### src/rtl/bsg_nonsynth_reset_sequencer.sv
// Holds every channel in reset, releases them on a stagger, waits for tag programming, then frees the host.
// Define BSG_MACHINE_RESET_SEQ_TIMEOUT_EN to bound the WAIT_TAG dwell and report timeout_o.
module bsg_nonsynth_reset_sequencer #(
  parameter int num_channels_p   = 4,
  parameter int reset_cycles_p   = 16,
  parameter int stagger_cycles_p = 0,
  parameter int settle_cycles_p  = 3,
  parameter int timeout_cycles_p = 100000
) (
  input  logic                      clk_i,
  input  logic                      reset_i,
  input  logic                      start_i,
  input  logic [num_channels_p-1:0] tag_done_i,
  output logic [num_channels_p-1:0] chan_reset_o,
  output logic                      host_reset_o,
  output logic [num_channels_p-1:0] tag_done_r_o,
  output logic                      done_o,
  output logic                      timeout_o
);

  function automatic int max_of(input int a, input int b);
    return (a > b) ? a : b;
  endfunction

  localparam int max_cnt_lp = max_of(max_of(reset_cycles_p, stagger_cycles_p * num_channels_p),
                                     max_of(settle_cycles_p, timeout_cycles_p));
  localparam int cnt_w_lp   = $clog2(max_cnt_lp + 1);

  localparam logic [cnt_w_lp-1:0] reset_last_lp   = cnt_w_lp'(reset_cycles_p - 1);
  localparam logic [cnt_w_lp-1:0] stagger_last_lp = cnt_w_lp'(stagger_cycles_p * (num_channels_p - 1));
  localparam logic [cnt_w_lp-1:0] settle_last_lp  = cnt_w_lp'(settle_cycles_p - 1);

  typedef enum logic [2:0] {
    RESET_ASSERT,
    STAGGER,
    WAIT_TAG,
    SETTLE,
    DONE,
    TIMEOUT
  } state_e;

  state_e                    state_r, state_n;
  logic [cnt_w_lp-1:0]       cnt_r, cnt_n;
  logic [num_channels_p-1:0] chan_reset_n, tag_done_n;
  logic                      host_reset_n, done_n;

  always_ff @(posedge clk_i or posedge reset_i) begin
    if (reset_i) begin
      state_r      <= RESET_ASSERT;
      cnt_r        <= '0;
      chan_reset_o <= '1;
      host_reset_o <= 1'b1;
      tag_done_r_o <= '0;
      done_o       <= 1'b0;
    end else begin
      state_r      <= state_n;
      cnt_r        <= cnt_n;
      chan_reset_o <= chan_reset_n;
      host_reset_o <= host_reset_n;
      tag_done_r_o <= tag_done_n;
      done_o       <= done_n;
    end
  end

  always_comb begin
    state_n      = state_r;
    cnt_n        = cnt_r + cnt_w_lp'(1);
    chan_reset_n = chan_reset_o;
    host_reset_n = host_reset_o;
    done_n       = done_o;
    tag_done_n   = tag_done_r_o;
    // A channel's done level only counts once its own reset has been released.
    if (state_r != DONE && state_r != TIMEOUT)
      tag_done_n = tag_done_r_o | (tag_done_i & ~chan_reset_o);

    if (start_i) begin
      state_n      = RESET_ASSERT;
      cnt_n        = '0;
      chan_reset_n = '1;
      host_reset_n = 1'b1;
      done_n       = 1'b0;
      tag_done_n   = '0;
    end else begin
      case (state_r)
        RESET_ASSERT: if (cnt_r == reset_last_lp) begin
          state_n = STAGGER;
          cnt_n   = '0;
        end
        STAGGER: if (cnt_r == stagger_last_lp) begin
          state_n = WAIT_TAG;
          cnt_n   = '0;
        end
        WAIT_TAG: begin
          if (&tag_done_r_o) begin
            state_n = SETTLE;
            cnt_n   = '0;
          end
`ifdef BSG_MACHINE_RESET_SEQ_TIMEOUT_EN
          else if (cnt_r == cnt_w_lp'(timeout_cycles_p - 1)) begin
            state_n = TIMEOUT;
            cnt_n   = '0;
          end
`endif
        end
        SETTLE: if (cnt_r == settle_last_lp) begin
          state_n      = DONE;
          cnt_n        = '0;
          host_reset_n = 1'b0;
          done_n       = 1'b1;
        end
        DONE, TIMEOUT: cnt_n = cnt_r;
        default: begin
          state_n = RESET_ASSERT;
          cnt_n   = '0;
        end
      endcase

      // Release is registered, so compare against the count the next cycle will hold.
      if (state_n == STAGGER)
        for (int k = 0; k < num_channels_p; k++)
          if (cnt_n >= cnt_w_lp'(k * stagger_cycles_p)) chan_reset_n[k] = 1'b0;
    end
  end

`ifdef BSG_MACHINE_RESET_SEQ_TIMEOUT_EN
  logic timeout_r;

  always_ff @(posedge clk_i or posedge reset_i) begin
    if (reset_i)                                    timeout_r <= 1'b0;
    else if (start_i)                               timeout_r <= 1'b0;
    else if (state_r == WAIT_TAG && state_n == TIMEOUT) timeout_r <= 1'b1;
  end

  assign timeout_o = timeout_r;
`else
  assign timeout_o = 1'b0;
`endif

endmodule

### config.mk
export PLATFORM = sky130hd
export DESIGN_NAME = bsg_nonsynth_reset_sequencer
export DESIGN_NICKNAME = d
export VERILOG_FILES = /design/src/rtl/bsg_nonsynth_reset_sequencer.sv
export SDC_FILE = /design/constraint.sdc
export NUM_CORES = 1
export LEC_CHECK = 0
export CELL_PAD_IN_SITES_DETAIL_PLACEMENT = 2
export CELL_PAD_IN_SITES_GLOBAL_PLACEMENT = 2
export CORE_MARGIN = 2
export CORE_UTILIZATION = 25
export DETAILED_ROUTE_END_ITERATION = 10
export GPL_ROUTABILITY_DRIVEN = 1
export PLACE_DENSITY_LB_ADDON = 0.1
export SLEW_MARGIN = 20
export SYNTH_ARGS = -nofsm -noshare
export SYNTH_HDL_FRONTEND = slang
export SYNTH_SLANG_ARGS = --single-unit
### constraint.sdc
create_clock -name clk_i -period 3 [get_ports clk_i]
set_input_delay 0.45 -clock clk_i [delete_from_list [all_inputs] [get_ports clk_i]]
set_output_delay 0.45 -clock clk_i [all_outputs]
set_load 0.02 [all_outputs]
# Word-level counts from Yosys, hierarchy flattened
# Index checks and enable logic that the tools add are counted.
# Widths: inputs -> output; s select.
word_totals:
  reg_bits: 30
  out_inout_bits: 11
classes:
  addsub: 1
  n_lt_le_gt_ge: 1
  eq_ne: 10
  muxes: 25
  n_bitwise: 3
  reduce_logical: 12
ops:
  columns: ["operator", "count"]
  rows:
  - ["$mux 17", 6]
  - ["$pmux 17 s5", 1]
  - ["$mux 3", 6]
  - ["$add 17x1->17 const B", 1]
  - ["$eq 17x2->1 const B", 1]
  - ["$eq 17x4->1 const B", 1]
  - ["$ge 17x1->1 const B", 1]
  - ["$logic_not 17->1", 1]
  - ["$mux 4", 4]
  - ["$pmux 3 s5", 1]
  - ["$reduce_bool 2->1", 5]
  - ["$mux 1", 7]
  - ["$eq 3x1->1 const B", 2]
  - ["$eq 3x2->1 const B", 2]
  - ["$eq 3x3->1 const B", 2]
  - ["$ne 3x3->1 const B", 2]
  - ["$and 4x4->4", 1]
  - ["$not 4->4", 1]
  - ["$or 4x4->4", 1]
  - ["$reduce_and 2->1", 2]
  - ["$reduce_and 4->1", 1]
  - ["$logic_not 3->1", 1]
  - ["$reduce_or 2->1", 1]
  - ["$logic_and 1x1->1", 1]

# Depth between registers and ports, before layout
depth:
  depth_word: 8
  depth_mapped: 8
  ltp_nobuf: 7

# Worst setup path after synthesis
# OpenSTA, ideal clock, no wires.
synth_path:
  kind: "register to register"
  startpoint: "reg cnt_r[4]"
  endpoint: "reg cnt_r[10]"
  arrival_ns: 1.889
  t_required_ns: 2.863
  slack_ns: 0.974
  path_stages_with_launch: 7
  n_path_buf: 1
  path_cell_list: "dfrtp_1 -> or4_4 -> nor4_4 -> a2111o_1 -> and2_4 -> clkbuf_8 -> a21oi_1"
synth_via:
  elab_chain_len: 5
  elab_cells_between_ends: 11
  cone_classes: "add/sub (1); eq/ne (2); mux (7); reduce/logical (1)"
synth_rtl:
  columns: ["item", "line", "rtl"]
  rows:
  - ["start: declaration", "43", "logic [cnt_w_lp-1:0] cnt_r, cnt_n;"]
  - ["start signal: assignment", "57", "cnt_r <= cnt_n;"]
  - ["$add 17x1->17, or another cell as far along", "67", "cnt_n = cnt_r + cnt_w_lp'(1);"]
  - ["$mux 17, on equally long branches", null, null]
  - ["$pmux 17 s5 *", "84", "case (state_r)"]
  - ["$mux 17 * (2 in series)", "76", "if (start_i) begin"]
# Every way passes the cells marked *; elsewhere a longest branch is shown, timed or not. The select of a mux whose other input is x is not followed.
# A chain may end at the register's enable or synchronous reset.

# Final worst setup path
layout_path:
  startpoint: "reg cnt_r[4]"
  endpoint: "reg cnt_r[9]"
# Same word-level chain as after synthesis.

==> flow_metrics.tcl <==
set metrics [dict create \
    io_buffers 16 \
    antenna_found_initial 0 \
    endpoint_kind "flip-flop" \
    postCtsSetupBuffers 0 \
    pwr-share-comb_pct 15.6 \
    fmax_mhz 459 \
    avgSynthCellArea_um2 9.51 \
    die_w_um 81.0 \
    critical_path_class "reg -> reg" \
    yosysSeqAreaShare_pct 45.7 \
    vias_per_cell 5.00 \
    synth.distinct_cells 41 \
    worst_setup_path_start_kind "flip-flop" \
    start_util_pct 25.5 \
    grt_remaining_overflow 0 \
    period_needed_ns 2.18 \
    synth_flop_cell "dfrtp_1" \
    cts_buffers 3 \
    tns_ns 0 \
    ys.warnings.count 0 \
    hold_class "reg -> reg" \
    clockBufferDepth 2 \
    insertion_delay_ns 0.28 \
    clkSinkCount 27 \
    cp_cell_sequence "or4_4 -> nor4_4 -> a2111o_1 -> and2_4 -> o211ai_1" \
    hpwl_um 3090 \
    worst_path_max_delay_cell "or4_4" \
    die_h_um 81.0 \
    area_growth_pct 18.7 \
    clkTransAtPathRegs_ns 0.10 \
    routed_wl_um 4110 \
    row_count 28 \
    power_frac_clock_pct 29.4 \
    skew_ns 0.00314 \
    syn-num-nets 166 \
    timing.final.ws_setup_ns 0.822 \
    antennaDiodeCount 0 \
    io_pins 18 \
    cap_viol_max_count 0 \
    grt_pass1_wl_um 7060 \
    period_share_pct 72.6 \
    drt-pass1-iter-count 4 \
    core_area_um2 5820 \
    max_stage_delay_ns 0.57 \
    path_max_fanout 14 \
    htreeDepth 1 \
    track_usage_pct 14.1 \
    drc 0 \
    arrival_ns 2.34 \
    maxSlewViolCount 0 \
    drive_gt1_share_pct 12.8 \
    drt_iter0_drc 43 \
    vias 1234 \
    async_reset_ff_share_pct 100 \
    netlist_instances 156 \
    place_ws_ns 0.741 \
    hold_viol 0 \
    p_leak_uw 0.000737 \
    swShare_pct 28.8 \
    synth_edf_count 0 \
    nets 183 \
    grt_max_degree 28 \
    internal_power_uw 521 \
    gp_congestion 0.803 \
    crit_required_ns 3.16 \
    ys_ff_latch 27 \
    p_per_area_nw_per_um2 415 \
    status "complete, no violations" \
    first_global_vias 1422 \
    cts-root-buf "clkbuf_8" \
    rsz0062_at_grt "no" \
    peakVddDrop_v 0.000199 \
    p_sw_uw 211 \
    syn_area_um2 1480 \
    ant_nets 0 \
    cts_tree "built" \
    pwr-share-seq_pct 55.0 \
    cts-resized-gates 0 \
    die-area_um2 6570 \
    wl_per_cell_um 16.6 \
    setup_viol 0 \
    postCtsHoldBufs 0 \
]
cells in the mapped netlist (3+ instances only):
| cell | n | area [um^2] |
|---|---|---|
| a21o_1 | 5 | 37.5 |
| nand2_1 | 13 | 48.8 |
| ha_1 | 3 | 37.5 |
| o21ai_0 | 3 | 15.0 |
| a22oi_1 | 3 | 22.5 |
| a21oi_1 | 21 | 105 |
| dfrtp_1 | 25 | 626 |
| nand4_1 | 3 | 18.8 |
| nand3_1 | 5 | 25.0 |
| inv_1 | 9 | 33.8 |
| nor3_1 | 8 | 40.0 |
| clkbuf_1 | 4 | 15.0 |
| buf_4 | 4 | 30.0 |
| xor2_1 | 3 | 26.3 |
| nor2_1 | 8 | 30.0 |
| xnor2_1 | 7 | 61.3 |
worst paths after layout:
check,cells after the start,end,slack (ns),from
setup / recovery,5,cnt_r[9],0.82,cnt_r[4]
hold / removal,2,done_o,0.52,done_o
setup reg to reg,5,cnt_r[9],0.82,cnt_r[4]
hold reg to reg,2,done_o,0.52,done_o
max in group asynchronous,3,chan_reset_o[2],2.15,reset_i
min in group asynchronous,3,done_o,0.55,reset_i
power by group through the flow:
stage | registers (uW) | clock network, uW | logic, uW
final | 402 | 215 | 114
after global routing | 405 | 242 | 131
after CTS | 402 | 228 | 118
after detailed placement | 410 | 0 | 117
after global placement | 408 | 0 | 112
after floorplan | 404 | 0 | 81.2
critical path, delay by kind of cell, from the launching register on:
family / cells / cell delay [ns]
and+or+nand+nor: 3 / 1.20
DFF: 1 / 0.45
AOI/OAI and AO/OA: 2 / 0.41
per-stage QoR:
step	std cells	total power [uW]	utilization [%]	hold slack [ns]	cell area [um^2]
after global placement	243	521	29.5	0.501	1720
after global routing	247	779	30.3	0.554	1760
after CTS	247	748	30.3	0.534	1760
final	247	731	30.3	0.522	1760
after detailed placement	243	527	29.5	0.518	1720
after floorplan	156	485	-	0.501	1480
layer usage:
metal	wire length, um	share of wire [%]	global-route usage, %	vias to the layer above
met5	0	0	0	-
met4	55	1.3	4.58	0
met3	95	2.3	1.67	5
met2	2190	53	26.6	19
met1	1770	43	16.3	631
li1	-	-	-	579
cell usage in the layout (no fill, tap or decap), types with 5 or more instances in the layout:
master           Yosys  layout
inv_1                9       9
a21oi_1             21      21
nand2_1             13      13
nor2_1               8       8
clkdlybuf4s50_1      0      16
xnor2_1              7       7
nor3_1               8       8
buf_4                4       5
nand3_1              5       5
dfrtp_1             25      25
a21o_1               5       5
kinds of logic after synthesis:
kind of cell / share of synthesized area [%]
XOR/XNOR: 5.90
flip-flops: 45.7
other: 0.253
adder cells (fa/ha/maj): 2.53
AND/OR/NAND/NOR: 22.1
buffers and inverters: 6.24
AO/OA/AOI/OAI: 17.3
cell type report:
type                            instances  area [um^2]
Timing Repair Buffer                   21          198
Tap cell                               75         93.8
Inverter                                9         33.8
Multi-Input combinational cell        111          713
Sequential cell                        27          678
Fill cell                             687         4050
Clock buffer                            4         45.0
flip-flops by register name, summed over array words and instances, names as in the netlist:
register	count
cnt_r	17
tag_done_r_o	4
state_r	3
chan_reset_o	1
done_o	1
host_reset_o	1
Note: power is estimated with default switching activity, not from simulation.
